[config.mk]
export PLATFORM = sky130hd
export DESIGN_NAME = wb_port_arbiter
export DESIGN_NICKNAME = d
export VERILOG_FILES = /design/src/rtl/wb_arb_pkg.sv /design/src/rtl/rr_arbiter.sv /design/src/rtl/wb_port_arbiter.sv
export SDC_FILE = /design/constraint.sdc
export NUM_CORES = 1
export LEC_CHECK = 0
export CAP_MARGIN = 10
export CORE_ASPECT_RATIO = 0.7
export CORE_MARGIN = 5
export CORE_UTILIZATION = 41
export CTS_CLUSTER_SIZE = 14
export DETAILED_ROUTE_END_ITERATION = 8
export PLACE_DENSITY = 0.9
export SLEW_MARGIN = 20
export SYNTH_ARGS = -nofsm -noshare
export SYNTH_HDL_FRONTEND = slang
export SYNTH_SLANG_ARGS = --single-unit
export TNS_END_PERCENT = 100
[constraint.sdc]
create_clock -name clk -period 5.26 [get_ports clk]
set_input_delay 1.052 -clock clk [delete_from_list [all_inputs] [get_ports clk]]
set_output_delay 1.052 -clock clk [all_outputs]
set_load 0.01 [all_outputs]
[src/rtl/wb_arb_pkg.sv]
// Shared definitions for the writeback port arbiter slice.
// Supplies default widths (overridable through the WORD_SIZE and
// INSTR_TYPE_SZ macros), the packet layout and a saturating counter helper.
`ifndef WORD_SIZE
`define WORD_SIZE 32
`endif
`ifndef INSTR_TYPE_SZ
`define INSTR_TYPE_SZ 4
`endif

package wb_arb_pkg;

  localparam int WB_WORD_SIZE     = `WORD_SIZE;
  localparam int WB_INSTR_TYPE_SZ = `INSTR_TYPE_SZ;
  localparam int ROB_ID_W         = 7;
  localparam int N_REQ_DEF        = 3;
  localparam int GRANT_W          = $clog2(N_REQ_DEF);

  localparam logic [15:0] PERF_CNT_MAX = 16'hFFFF;

  // One writeback packet at the default widths.
  typedef struct packed {
    logic [WB_INSTR_TYPE_SZ-1:0] instr_type;
    logic [WB_WORD_SIZE-1:0]     pc;
    logic [WB_WORD_SIZE-1:0]     result;
    logic [ROB_ID_W-1:0]         rob_id;
  } wb_pkt_t;

  // 16-bit increment that sticks at all-ones instead of wrapping.
  function automatic logic [15:0] sat_inc16(input logic [15:0] value);
    if (value == PERF_CNT_MAX) begin
      return value;
    end else begin
      return value + 16'd1;
    end
  endfunction

endpackage

[src/rtl/rr_arbiter.sv]
// Combinational round-robin pick: starting at ptr, returns the first
// asserted request searching upward and wrapping from N-1 back to 0.
// Output is a one-hot grant plus its binary index; grant_any flags a hit.
module rr_arbiter #(
  parameter int N = 3,
  localparam int IW = $clog2(N)
) (
  input  logic [N-1:0]  req,
  input  logic [IW-1:0] ptr,
  output logic [N-1:0]  grant,
  output logic [IW-1:0] grant_idx,
  output logic          grant_any
);

  int pos;

  // Walk the requests in rotated order and latch the first one found.
  always_comb begin
    grant     = '0;
    grant_idx = '0;
    grant_any = 1'b0;
    pos       = 0;
    for (int k = 0; k < N; k++) begin
      pos = (int'(ptr) + k) % N;
      if (!grant_any && req[pos]) begin
        grant[pos] = 1'b1;
        grant_idx  = IW'(pos);
        grant_any  = 1'b1;
      end else begin
        grant_any  = grant_any;
      end
    end
  end

endmodule

[src/rtl/wb_port_arbiter.sv]
// Shares the single writeback/ROB write port between N_REQ execution pipes.
// One packet per cycle is granted round-robin and registered into the WB
// output stage (1-cycle latency). Downstream stalls (wb_ready=0) freeze the
// stage; flush kills the staged packet without disturbing the pointer.
// Optional: define WB_ARB_PERF_EN to add per-pipe conflict counters.
module wb_port_arbiter #(
  parameter int N_REQ         = wb_arb_pkg::N_REQ_DEF,
  parameter int WORD_SIZE     = wb_arb_pkg::WB_WORD_SIZE,
  parameter int INSTR_TYPE_SZ = wb_arb_pkg::WB_INSTR_TYPE_SZ,
  parameter int ROB_ID_W      = wb_arb_pkg::ROB_ID_W,
  localparam int GW           = $clog2(N_REQ)
) (
  input  logic                           clk,
  input  logic                           reset,
  input  logic                           flush,
  input  logic [N_REQ-1:0]               req_valid,
  output logic [N_REQ-1:0]               req_ready,
  input  logic [N_REQ*INSTR_TYPE_SZ-1:0] req_instr_type,
  input  logic [N_REQ*WORD_SIZE-1:0]     req_pc,
  input  logic [N_REQ*WORD_SIZE-1:0]     req_result,
  input  logic [N_REQ*ROB_ID_W-1:0]      req_rob_id,
  input  logic                           wb_ready,
  output logic                           valid_out,
  output logic [INSTR_TYPE_SZ-1:0]       instruction_type_out,
  output logic [WORD_SIZE-1:0]           pc_out,
  output logic [WORD_SIZE-1:0]           result_out,
  output logic [ROB_ID_W-1:0]            rob_id_out,
  output logic [GW-1:0]                  grant_id_out
`ifdef WB_ARB_PERF_EN
  ,output logic [N_REQ*16-1:0]           conflict_cnt
`endif
);

  logic [GW-1:0]            ptr;
  logic [GW-1:0]            ptr_next;
  logic [N_REQ-1:0]         grant;
  logic [GW-1:0]            grant_idx;
  logic                     grant_any;
  logic                     load;
  logic                     arb_en;
  logic                     transfer;
  logic [INSTR_TYPE_SZ-1:0] sel_instr_type;
  logic [WORD_SIZE-1:0]     sel_pc;
  logic [WORD_SIZE-1:0]     sel_result;
  logic [ROB_ID_W-1:0]      sel_rob_id;

  rr_arbiter #(.N(N_REQ)) u_rr (
    .req       (req_valid),
    .ptr       (ptr),
    .grant     (grant),
    .grant_idx (grant_idx),
    .grant_any (grant_any)
  );

  // The stage can take a new packet when empty or being drained this cycle.
  assign load      = !valid_out || wb_ready;
  assign arb_en    = load && !flush && !reset;
  assign req_ready = arb_en ? grant : '0;
  assign transfer  = arb_en && grant_any;
  assign ptr_next  = (grant_idx == GW'(N_REQ - 1)) ? '0 : grant_idx + GW'(1);

  // Steer the granted pipe's packet fields toward the output register.
  always_comb begin
    sel_instr_type = req_instr_type[int'(grant_idx)*INSTR_TYPE_SZ +: INSTR_TYPE_SZ];
    sel_pc         = req_pc[int'(grant_idx)*WORD_SIZE +: WORD_SIZE];
    sel_result     = req_result[int'(grant_idx)*WORD_SIZE +: WORD_SIZE];
    sel_rob_id     = req_rob_id[int'(grant_idx)*ROB_ID_W +: ROB_ID_W];
  end

  // WB stage register and round-robin pointer; reset > flush > transfer.
  always_ff @(posedge clk) begin
    if (reset) begin
      valid_out            <= 1'b0;
      instruction_type_out <= '0;
      pc_out               <= '0;
      result_out           <= '0;
      rob_id_out           <= '0;
      grant_id_out         <= '0;
      ptr                  <= '0;
    end else if (flush) begin
      valid_out <= 1'b0;
    end else if (transfer) begin
      valid_out            <= 1'b1;
      instruction_type_out <= sel_instr_type;
      pc_out               <= sel_pc;
      result_out           <= sel_result;
      rob_id_out           <= sel_rob_id;
      grant_id_out         <= grant_idx;
      ptr                  <= ptr_next;
    end else if (load) begin
      valid_out <= 1'b0;
    end else begin
      valid_out <= valid_out;
    end
  end

`ifdef WB_ARB_PERF_EN
  // Count, per pipe, cycles spent offering a packet that was not taken.
  always_ff @(posedge clk) begin
    if (reset) begin
      conflict_cnt <= '0;
    end else begin
      for (int i = 0; i < N_REQ; i++) begin
        if (req_valid[i] && !req_ready[i]) begin
          conflict_cnt[i*16 +: 16] <= wb_arb_pkg::sat_inc16(conflict_cnt[i*16 +: 16]);
        end else begin
          conflict_cnt[i*16 +: 16] <= conflict_cnt[i*16 +: 16];
        end
      end
    end
  end
`endif

endmodule

==> impl_metrics.csv <==
group,metric,value,unit
setup_path,cp_common_cell,"clkdlybuf4s50_1",
clock_network,clock-sinks,80,
setup_path,startpoint_type,"primary input",
synth,yosysSeqAreaShare,30.8,%
pwr,p_leak,2.97,nW
place,io_buffer_count,312,
synth,synth.cell_area,5200,um2
timing,max_freq,219,MHz
timing,slew_violations,0,
timing,worst_slew_pin_slew,914,ps
synth,syn_avg_cell_area,8.64,um2
global_routing,antenna_found_initial,1,
synth,yosys_warnings,0,
outcome,status,"completed",
setup_path,cp_cell_sequence,"clkdlybuf4s50_1 > mux2_2 > or3_4 > o21ai_0 > a22oi_1 > a211oi_1 > clkdlybuf4s50_1",
timing,finalSetupTns,0,ps
cells_and_area,final_util,69.6,%
place,hpwl,14.4,mm
clock_network,post_cts_resize_count,0,
floorplanning,fp-row-count,34,
setup_path,cp_top_family,"buffers and inverters",
floorplanning,core,12400,um2
pwr,p_per_area,458,nW/um2
detailed_routing,dr.pass1.iters,5,
timing,hold_violations,0,
global_routing,track_usage,25.0,%
clock_network,h-tree-depth,3,
place,placed_cells,1016,
synth,yosys_most_used_dff,"dfxtp_1",
floorplanning,fp.dieH,104,um
synth,synth_edf_count,0,
place,place_congestion,0.958,
floorplanning,die_w,145,um
clock_network,clock_path_buffers,2,
detailed_routing,wire_per_inst,19.3,um
clock_network,numCtsBuffers,9,
setup_path,path_buf_inv,2,
timing,fin_crit_sh,87.0,%
timing,rsz0062_at_grt,"false",
cells_and_area,area_growth,66.3,%
synth,synth_cell_types,48,
global_routing,grt_start_max_net_pins,80,
cells_and_area,layout-drive-gt1-share,9.09,%
detailed_routing,routed_wl,19.9,mm
setup_path,critPathSlowestCell,"clkdlybuf4s50_1",
synth,synthCells,602,
detailed_routing,drc,0,
clock_network,cts_root_buf,"clkbuf_16",
global_routing,gr-total-overflow,0,
cells_and_area,final_nets,1101,
setup_path,required,4210,ps
synth,syn-num-nets,838,
timing,fin_crit,4580,ps
clock_network,postCtsSetupBuffers,0,
floorplanning,io_pins,313,
setup_path,arrival,3520,ps
global_routing,grt_pass1_vias,5561,
synth,ys_ff_latch,80,
hold_path,hp-class,"reg -> reg",
setup_path,cpPeakStageDelay,580,ps
detailed_routing,viasPerCell,5.65,
synth,synthArstFlopShare,0,%
detailed_routing,drt.antenna.violating_nets,0,
flow_run,cap_violations,0,
pwr,vdd_drop_max,257,uV
clock_network,tritoncts,"built",
detailed_routing,drtIter0Drc,285,
floorplanning,initial_core_util,41.9,%
cells_and_area,instances_no_fill,1032,
floorplanning,die_area,15100,um2
setup_path,cp-end-kind,"output port",
clock_network,clk_latency,320,ps
setup_path,crit_type,"in -> out",
timing,fin_skew,5.70,ps
detailed_routing,vias,5830,
clock_network,clk_pin_slew,60,ps
global_routing,grt_pass1_wl,30.2,mm
clock_network,cts_hold_buf,0,
setup_path,crit_fanout,9,
timing,slew_headroom,39.0,%
timing,setup_viol,0,
-- logic make-up (layout without fill, tap and decap cells) --
| logic type | after synthesis | count (layout) | share of synthesized area (%) |
|---|---|---|---|
| flip-flops | 80 | 80 | 30.8 |
| other | 0 | 1 | 0 |
| AO/OA/AOI/OAI | 251 | 251 | 41.4 |
| multiplexers | 7 | 7 | 1.64 |
| adder cells (fa/ha/maj) | 4 | 4 | 0.963 |
| AND/OR/NAND/NOR | 110 | 110 | 12.8 |
| buffers and inverters | 150 | 417 | 12.3 |
-- final timing paths --
kind | to | cells past startpoint | slack (ps) | from
setup / recovery | req_ready[0] | 7 | 680 | req_valid[0]
hold / removal | pc_out[27] | 2 | 470 | pc_out[27]
setup reg to reg | pc_out[10] | 8 | 1940 | ptr[0]
hold reg to reg | pc_out[27] | 2 | 470 | pc_out[27]
-- state kept, by name (all words and copies together) (netlist names) --
| name | flops |
|---|---|
| pc_out | 32 |
| result_out | 32 |
| rob_id_out | 7 |
| instruction_type_out | 4 |
| grant_id_out | 2 |
| ptr | 2 |
| valid_out | 1 |
-- cell usage after synthesis, drive strengths merged, types with 2 or more instances --
master | count | area (um2)
o32ai | 76 | 666
a211oi | 3 | 22.5
and2 | 75 | 469
ha | 4 | 50.1
a221oi | 75 | 907
mux2 | 2 | 22.5
o21ai | 76 | 380
and3b | 2 | 17.5
nor2b | 5 | 31.3
and3 | 2 | 12.5
mux2i | 5 | 62.6
o21a | 2 | 15.0
nand2b | 4 | 25.0
nand2 | 9 | 33.8
a31oi | 2 | 12.5
o22ai | 2 | 12.5
buf | 28 | 184
dfxtp | 80 | 1600
clkbuf | 43 | 161
nor2 | 6 | 22.5
inv | 79 | 297
a21oi | 2 | 10.0
-- power by group --
part | leakage, nW | internal (mW) | switching (mW)
sequential | 0.662 | 0.854 | 0.119
clock | 0.137 | 0.377 | 0.252
combinational | 2.17 | 1.14 | 1.21
total | 2.97 | 2.37 | 1.58
-- area by class of cell --
class / count / area [um2]
multi-input combinational: 372 / 3020
antenna: 1 / 2.50
tap: 162 / 203
fill: 1008 / 3770
inverter: 79 / 297
sequential: 80 / 1600
clock inverter: 5 / 57.6
clock buffer: 10 / 239
timing repair buffer: 323 / 3230
-- per-stage QoR --
| step | power (mW) | hold WS [ps] | instance area [um2] | worst slack [ps] |
|---|---|---|---|---|
| 6_report | 3.96 | 474 | 8650 | 684 |
| 5_1_grt | 4.21 | 493 | 8650 | 586 |
| 4_1_cts | 3.97 | 476 | 8650 | 714 |
| 3_5_place_dp | 3.34 | 466 | 8350 | 714 |
| 3_3_place_gp | 3.29 | 460 | 8350 | 789 |
| 2_1_floorplan | 2.37 | 499 | 5200 | 1780 |
-- worst register-to-register path: cells and delay by family (launching register included) --
kind                     cells  cell delay (ps)
adder cells (fa/ha/maj)      1              530
AO/OA/AOI/OAI                4             1670
flip-flops                   1              360
buffers and inverters        3              650
-- metal layers --
layer	share of wire, %	track usage (%)	up-vias
met5	0	0	-
met4	3.0	7.99	0
met3	10	8.18	40
met2	47	41.1	287
met1	39	30.6	2689
li1	-	-	2814
-- layout by cell type (no fill, tap or decap), types with 2 or more instances in the layout --
cell type	count
o21a_1	2
mux2i_1	4
clkinvlp_4	3
nor2b_1	5
nor2_1	6
ha_1	4
a221oi_1	35
buf_4	9
nand2b_1	4
clkbuf_16	9
a31oi_1	2
o21ai_0	70
a21oi_1	2
mux2_2	2
o21ai_1	6
dfxtp_1	80
nand2_1	9
and2_1	75
o32ai_1	76
inv_1	79
and3_1	2
a221oi_2	40
and3b_1	2
buf_12	2
clkdlybuf4s50_1	311
a211oi_1	3
(Power assumes the default switching activity.)
